$ cat src/rtl/seg_pkg.sv
// Shared types and constants for the 8-digit multiplexed 7-segment scanner.
package seg_pkg;

  // Scan FSM state encoding.
  typedef logic [1:0] state_t;
  localparam state_t ST_IDLE = 2'd0;
  localparam state_t ST_GAP  = 2'd1;
  localparam state_t ST_SHOW = 2'd2;

  // Outputs are active-low, so all-ones means nothing lit / nothing selected.
  localparam logic [7:0] SEG_BLANK = 8'hFF;
  localparam logic [7:0] SEL_NONE  = 8'hFF;

  // Segment pattern with every segment off (used for leading-zero blanking).
  localparam logic [6:0] SEG7_OFF = 7'h7F;

  // Active-low g..a patterns for hex digits 0..F.
  localparam logic [6:0] HEX7_TABLE [16] = '{
    7'h40, 7'h79, 7'h24, 7'h30, 7'h19, 7'h12, 7'h02, 7'h78,
    7'h00, 7'h10, 7'h08, 7'h03, 7'h46, 7'h21, 7'h06, 7'h0E
  };

endpackage

$ cat src/rtl/seg_scan_ctrl_if.sv
// Digit write port of the segment scanner.
// Handshake: a write happens on every rising clk edge where wr_en=1; there is
// no ready, the scanner accepts one write per cycle unconditionally.
interface seg_scan_ctrl_if;
  logic       wr_en;
  logic [2:0] wr_addr;
  logic [3:0] wr_data;
  logic       wr_dp;

  modport master (output wr_en, output wr_addr, output wr_data, output wr_dp);
  modport slave  (input  wr_en, input  wr_addr, input  wr_data, input  wr_dp);
endinterface

$ cat src/rtl/hex7_dec.sv
// Combinational hex to active-low 7-segment decoder (g..a).
module hex7_dec
  import seg_pkg::*;
(
  input  logic [3:0] hex,
  output logic [6:0] seg7
);
  assign seg7 = HEX7_TABLE[hex];
endmodule

$ cat src/rtl/seg_scan_ctrl.sv
// Eight-digit multiplexed 7-segment scan controller with digit storage,
// blanking gap at the start of each slot and optional leading-zero blanking.
// seg/sel are registered from the next-state values so they change on the
// same edge as the FSM, and stored digits reach the pins one clock after a write.
module seg_scan_ctrl
  import seg_pkg::*;
#(
  parameter int SCAN_DIV = 50000,
  parameter int GAP_CYC  = 16
) (
  input  logic                  clk,
  input  logic                  rst_n,
  input  logic                  en,
  input  logic                  lzb,
  seg_scan_ctrl_if.slave        wr,
  output logic [7:0]            seg,
  output logic [7:0]            sel,
  output logic                  frame_done,
  output state_t                dbg_state
);

  localparam int CW = $clog2(SCAN_DIV);
  localparam logic [CW-1:0] GAP_LAST  = CW'(GAP_CYC - 1);
  localparam logic [CW-1:0] SLOT_LAST = CW'(SCAN_DIV - 1);

  state_t        state, state_nxt;
  logic [CW-1:0] cnt, cnt_nxt;
  logic [2:0]    idx, idx_nxt;
  logic          frame_end;
  logic [3:0]    code [8];
  logic [7:0]    dp_q;
  logic [7:0]    zero_from;
  logic          blank;
  logic [6:0]    dec_seg;

  assign dbg_state = state;

  hex7_dec u_dec (
    .hex  (code[idx_nxt]),
    .seg7 (dec_seg)
  );

  // Next-state logic: en low forces IDLE from anywhere; otherwise GAP then SHOW per slot.
  always_comb begin
    state_nxt = state;
    cnt_nxt   = cnt;
    idx_nxt   = idx;
    frame_end = 1'b0;
    if (!en) begin
      state_nxt = ST_IDLE;
      cnt_nxt   = '0;
      idx_nxt   = '0;
    end else begin
      case (state)
        ST_IDLE: begin
          state_nxt = ST_GAP;
          cnt_nxt   = '0;
          idx_nxt   = '0;
        end
        ST_GAP: begin
          cnt_nxt = cnt + 1'b1;
          if (cnt == GAP_LAST) state_nxt = ST_SHOW;
        end
        ST_SHOW: begin
          if (cnt == SLOT_LAST) begin
            state_nxt = ST_GAP;
            cnt_nxt   = '0;
            idx_nxt   = idx + 3'd1;
            frame_end = (idx == 3'd7);
          end else begin
            cnt_nxt = cnt + 1'b1;
          end
        end
        default: begin
          state_nxt = ST_IDLE;
          cnt_nxt   = '0;
          idx_nxt   = '0;
        end
      endcase
    end
  end

  // zero_from[i] is set when digit i and every digit above it hold code 0.
  always_comb begin
    zero_from = '1;
    for (int i = 0; i < 8; i++) begin
      for (int j = 0; j < 8; j++) begin
        if (j >= i && code[j] != 4'd0) zero_from[i] = 1'b0;
      end
    end
  end

  assign blank = lzb && (idx_nxt != 3'd0) && zero_from[idx_nxt];

  // Scan FSM, slot counter and digit index.
  always_ff @(posedge clk or negedge rst_n) begin
    if (!rst_n) begin
      state <= ST_IDLE;
      cnt   <= '0;
      idx   <= '0;
    end else begin
      state <= state_nxt;
      cnt   <= cnt_nxt;
      idx   <= idx_nxt;
    end
  end

  // Digit storage; writes are independent of scanning so none are ever dropped.
  always_ff @(posedge clk or negedge rst_n) begin
    if (!rst_n) begin
      for (int i = 0; i < 8; i++) code[i] <= 4'd0;
      dp_q <= '0;
    end else if (wr.wr_en) begin
      code[wr.wr_addr] <= wr.wr_data;
      dp_q[wr.wr_addr] <= wr.wr_dp;
    end
  end

  // Registered pin drivers, computed from the state being entered on this edge.
  always_ff @(posedge clk or negedge rst_n) begin
    if (!rst_n) begin
      seg        <= SEG_BLANK;
      sel        <= SEL_NONE;
      frame_done <= 1'b0;
    end else begin
      frame_done <= frame_end;
      if (state_nxt == ST_SHOW) begin
        sel <= ~(8'd1 << idx_nxt);
        seg <= {~dp_q[idx_nxt], blank ? SEG7_OFF : dec_seg};
      end else begin
        sel <= SEL_NONE;
        seg <= SEG_BLANK;
      end
    end
  end

endmodule

$ cat src/flat_wrapper.sv
// flat-port wrapper written by rule: the top's interface ports become plain ports
module seg_scan_ctrl_flat import seg_pkg::*;
#(
  parameter int SCAN_DIV = 50000,
  parameter int GAP_CYC  = 16
)
  (clk, rst_n, en, lzb, seg, sel, frame_done, dbg_state, wr_wr_en, wr_wr_addr, wr_wr_data, wr_wr_dp);
  seg_scan_ctrl_if wr_i ();
  input  logic clk;
  input  logic rst_n;
  input  logic en;
  input  logic lzb;
  output logic [7:0] seg;
  output logic [7:0] sel;
  output logic frame_done;
  output state_t dbg_state;
  input wire logic [$bits(wr_i.wr_en)-1:0] wr_wr_en;
  input wire logic [$bits(wr_i.wr_addr)-1:0] wr_wr_addr;
  input wire logic [$bits(wr_i.wr_data)-1:0] wr_wr_data;
  input wire logic [$bits(wr_i.wr_dp)-1:0] wr_wr_dp;
  assign wr_i.wr_en = wr_wr_en;
  assign wr_i.wr_addr = wr_wr_addr;
  assign wr_i.wr_data = wr_wr_data;
  assign wr_i.wr_dp = wr_wr_dp;
  seg_scan_ctrl #(.SCAN_DIV(SCAN_DIV), .GAP_CYC(GAP_CYC)) u_core (.clk(clk), .rst_n(rst_n), .en(en), .lzb(lzb), .wr(wr_i), .seg(seg), .sel(sel), .frame_done(frame_done), .dbg_state(dbg_state));
endmodule
$ cat config.mk
export PLATFORM = sky130hd
export DESIGN_NAME = seg_scan_ctrl_flat
export DESIGN_NICKNAME = d
export VERILOG_FILES = /design/src/rtl/seg_pkg.sv /design/src/rtl/seg_scan_ctrl_if.sv /design/src/rtl/hex7_dec.sv /design/src/rtl/seg_scan_ctrl.sv /design/src/flat_wrapper.sv
export SDC_FILE = /design/constraint.sdc
export NUM_CORES = 1
export LEC_CHECK = 0
export BUFFER_PORTS_ARGS = -buffer_cell sky130_fd_sc_hd__buf_2
export CORE_UTILIZATION = 25
export CTS_CLUSTER_DIAMETER = 120
export DETAILED_ROUTE_END_ITERATION = 6
export MAX_ROUTING_LAYER = met4
export PLACE_DENSITY_LB_ADDON = 0.12
export SLEW_MARGIN = 20
export SYNTH_ARGS = -nofsm -noshare
export SYNTH_HDL_FRONTEND = slang
export SYNTH_SLANG_ARGS = --single-unit
$ cat constraint.sdc
create_clock -name clk -period 3 [get_ports clk]
set_input_delay 0.6 -clock clk [delete_from_list [all_inputs] [get_ports clk]]
set_output_delay 0.6 -clock clk [all_outputs]
set_load 0.02 [all_outputs]
==> impl_metrics.yaml <==
setup_path:
  arrival_ps: 3260
  worstSetupPathType: "flip-flop to flip-flop"
  crit_path_top_delay_cell: "dfrtp_1"
  critPathRequiredTime_ps: 3240
  cp-startpoint: "u_core.cnt[4]"
  end_kind: "flip-flop"
  worstPathCellList: "nor4_4, and4_4, nand3_4, a21oi_4, mux2i_1, a21oi_2, o21ai_2, buf_6, inv_2, ha_4, and3_4, o21ai_1, o311ai_1"
  crit_fanout: 6
  cp_num_buf_inv: 2
  start_kind: "flip-flop"
  critPathMaxStageDelay_ps: 410
  path_delay_family: "simple AND/OR/NAND/NOR gates"
  rrSetupSlack_ps: -10
  timing.rr.start: "u_core.cnt[4]"
synthesis:
  synthCells: 353
  ys_ff_latch: 78
  syn_nets: 380
  synth_edf_count: 0
  yosys_warnings: 0
  yosys.area.top_type_share: 0.376
  synth_cell_types: 71
  synth-async-reset-ratio: 1.00
  synth_area_leaders: "dfrtp_1 38%, mux2_2 11%, dfstp_2 10%"
  synth_largest_area_cell: "dfrtp_1"
  ys_seq_area_frac: 0.477
  synth_flop_cell: "dfrtp_1"
  synth_area_per_cell_sq_um: 11.7
  syn_area_sq_mm: 0.00413
power_and_ir_drop:
  leakage_nw: 2.17
  cellPowerDensity_mw_per_mm2: 563
  worst_ir_drop_vdd_mv: 0.284
die:
  io_pins: 32
  placeableCoreArea_sq_mm: 0.0160
  die_h_um: 131
  initial_core_util: 0.258
  num_rows: 46
  chipWidth_um: 131
  dieArea_sq_mm: 0.0170
drt:
  wire_per_inst_um: 16.9
  dr.pass1.iters: 4
  drt_iter0_markers: 152
  drc_errors: 0
  detail-route-antenna-nets: 0
  wl_um: 11100
  routed_via_density: 4.65
  via_count: 3040
final_layout:
  syn_to_final_growth_pct: 30.0
  drive_gt1_frac: 0.454
  mostFrequentLayoutCells: "60 x dfrtp_1, 41 x buf_4, 40 x mux2_2, 30 x buf_2, 24 x nor2_1"
  nNetsFinal: 460
  layoutNonFillerInstCount: 654
  final_common_cell: "dfrtp_1"
  nFillCells: 1654
  n_antenna_cell: 0
  final_cell_area_sq_mm: 0.00537
grt:
  overflow: 0
  track_usage: 0.146
  grt_pass1_vias: 3089
  grt_first_pass_wirelength_um: 17900
  grt_max_degree: 56
  antenna_found_initial: 0
sta:
  fin_tns_setup_ps: -13.9
  whs_ps: 324
  slew_viol_final: 0
  finalHoldViolCount: 0
  fin_ws_ps: -13.9
  skew_ps: 9.17
  setup_viol: 1
  period_needed_ps: 3010
  post-route-period-util: 1.00
  rsz0062_at_grt: "yes"
  clock.fmax_mhz: 332
  worst_pin_slew_ps: 728
  slew_headroom: 0.515
place:
  post-dp-hpwl_um: 8200
  numPortBuffers: 31
  gp_routability_congestion: 0.810
  place_inst: 629
  dp_slack_ps: 26.7
  placed_area_sq_mm: 0.00482
run_status:
  violations: "setup timing"
  status: "finished with violations"
worst_hold_path:
  hp-class: "primary input to async pin"
cts:
  cts_made_buffers: 9
  cts_buffer_depth: 2
  path_clk_slew_ps: 60
  clock_tree.htree_level_count: 3
  root_buffer: "clkbuf_16"
  clkSinkCount: 78
  clk_latency_ps: 340
  cts_tree: "built"
flow_run:
  maxCapViolations: 0
[layer usage]
metal | up-vias | global-route usage | part of all wire
met3 | 8 | 0.0208 | 0.019
met1 | 1518 | 0.200 | 0.52
met4 | 0 | 0.0669 | 0.013
met2 | 43 | 0.211 | 0.45
li1 | 1471 | - | -
met5 | - | - | 0
[worst paths after layout]
check / endpoint / depth (start not counted)
min: u_core.dp_q[2] / 1
max: u_core.seg[3] / 13
max in group asynchronous: u_core.seg[6] / 2
min reg2reg: u_core.cnt[0] / 1
min in group clk: u_core.cnt[0] / 1
max reg2reg: u_core.seg[3] / 13
[synthesized netlist by cell type, types with 4 or more instances]
library cell and number:
and3_1 9, o21ai_1 4, mux2i_1 15, a211oi_1 4
inv_1 7, nand2_1 19, xnor2_1 7, nor2b_1 4
nand3_1 11, buf_2 4, and2_1 5, dfstp_2 16
dfrtp_1 62, mux2_2 40, xor2_1 7, nor2_1 24
o221ai_1 4, nand2b_1 4, nor4_1 8, nor3_1 10
a21oi_1 6, ha_1 14
[timing repair]
action / 4_1_cts / 5_1_grt
hold buffers: 0 / 0
setup buffers: 0 / 9
setup endpoints to repair: 0 / 7
gates resized for setup: 0 / 31
[kinds of logic after synthesis]
logic type	Yosys count	synth area share
mux	56	0.149
compound gates	55	0.116
fa+ha+maj	14	0.0424
flops	78	0.477
buf+inv	18	0.0224
simple gates	118	0.164
xor+xnor	14	0.0297
[report_power, final]
group	switching [mW]	internal (mW)	total (mW)
logic	0.244	0.268	0.512
registers	0.117	1.17	1.29
clock network	0.448	0.774	1.22
total	0.810	2.22	3.03
[final cells by class]
| cell class | count | area, sq um | area share |
|---|---|---|---|
| multi-input combinational | 257 | 2210 | 0.411 |
| timing repair buffer | 78 | 541 | 0.101 |
| tap | 216 | 270 | 0.0503 |
| clock inverter | 5 | 81.3 | 0.0151 |
| sequential | 78 | 1970 | 0.368 |
| inverter | 9 | 41.3 | 0.00769 |
| clock buffer | 11 | 253 | 0.0471 |
[worst reg2reg max path: cells and delay by family (launching register included)]
kind,cells,cell delay (ps)
AOI/OAI and AO/OA,5,830
adders and majority gates,1,170
buffers and inverters,2,190
DFF,1,410
muxes,1,310
and+or+nand+nor,4,1000
[flip-flops by register name, indices dropped and copies added (netlist names)]
register           cells
u_core.cnt            16
u_core.code           32
u_core.dbg_state       2
u_core.dp_q            8
u_core.frame_done      1
u_core.idx             3
u_core.seg             8
u_core.sel             8
[through the flow]
step	power (mW)	utilization
6_report	3.03	0.336
3_5_place_dp	1.75	0.301
3_3_place_gp	1.75	0.301
2_1_floorplan	1.56	-
4_1_cts	3.00	0.322
5_1_grt	3.18	0.336
No activity file was read; power rests on OpenSTA's default activity.
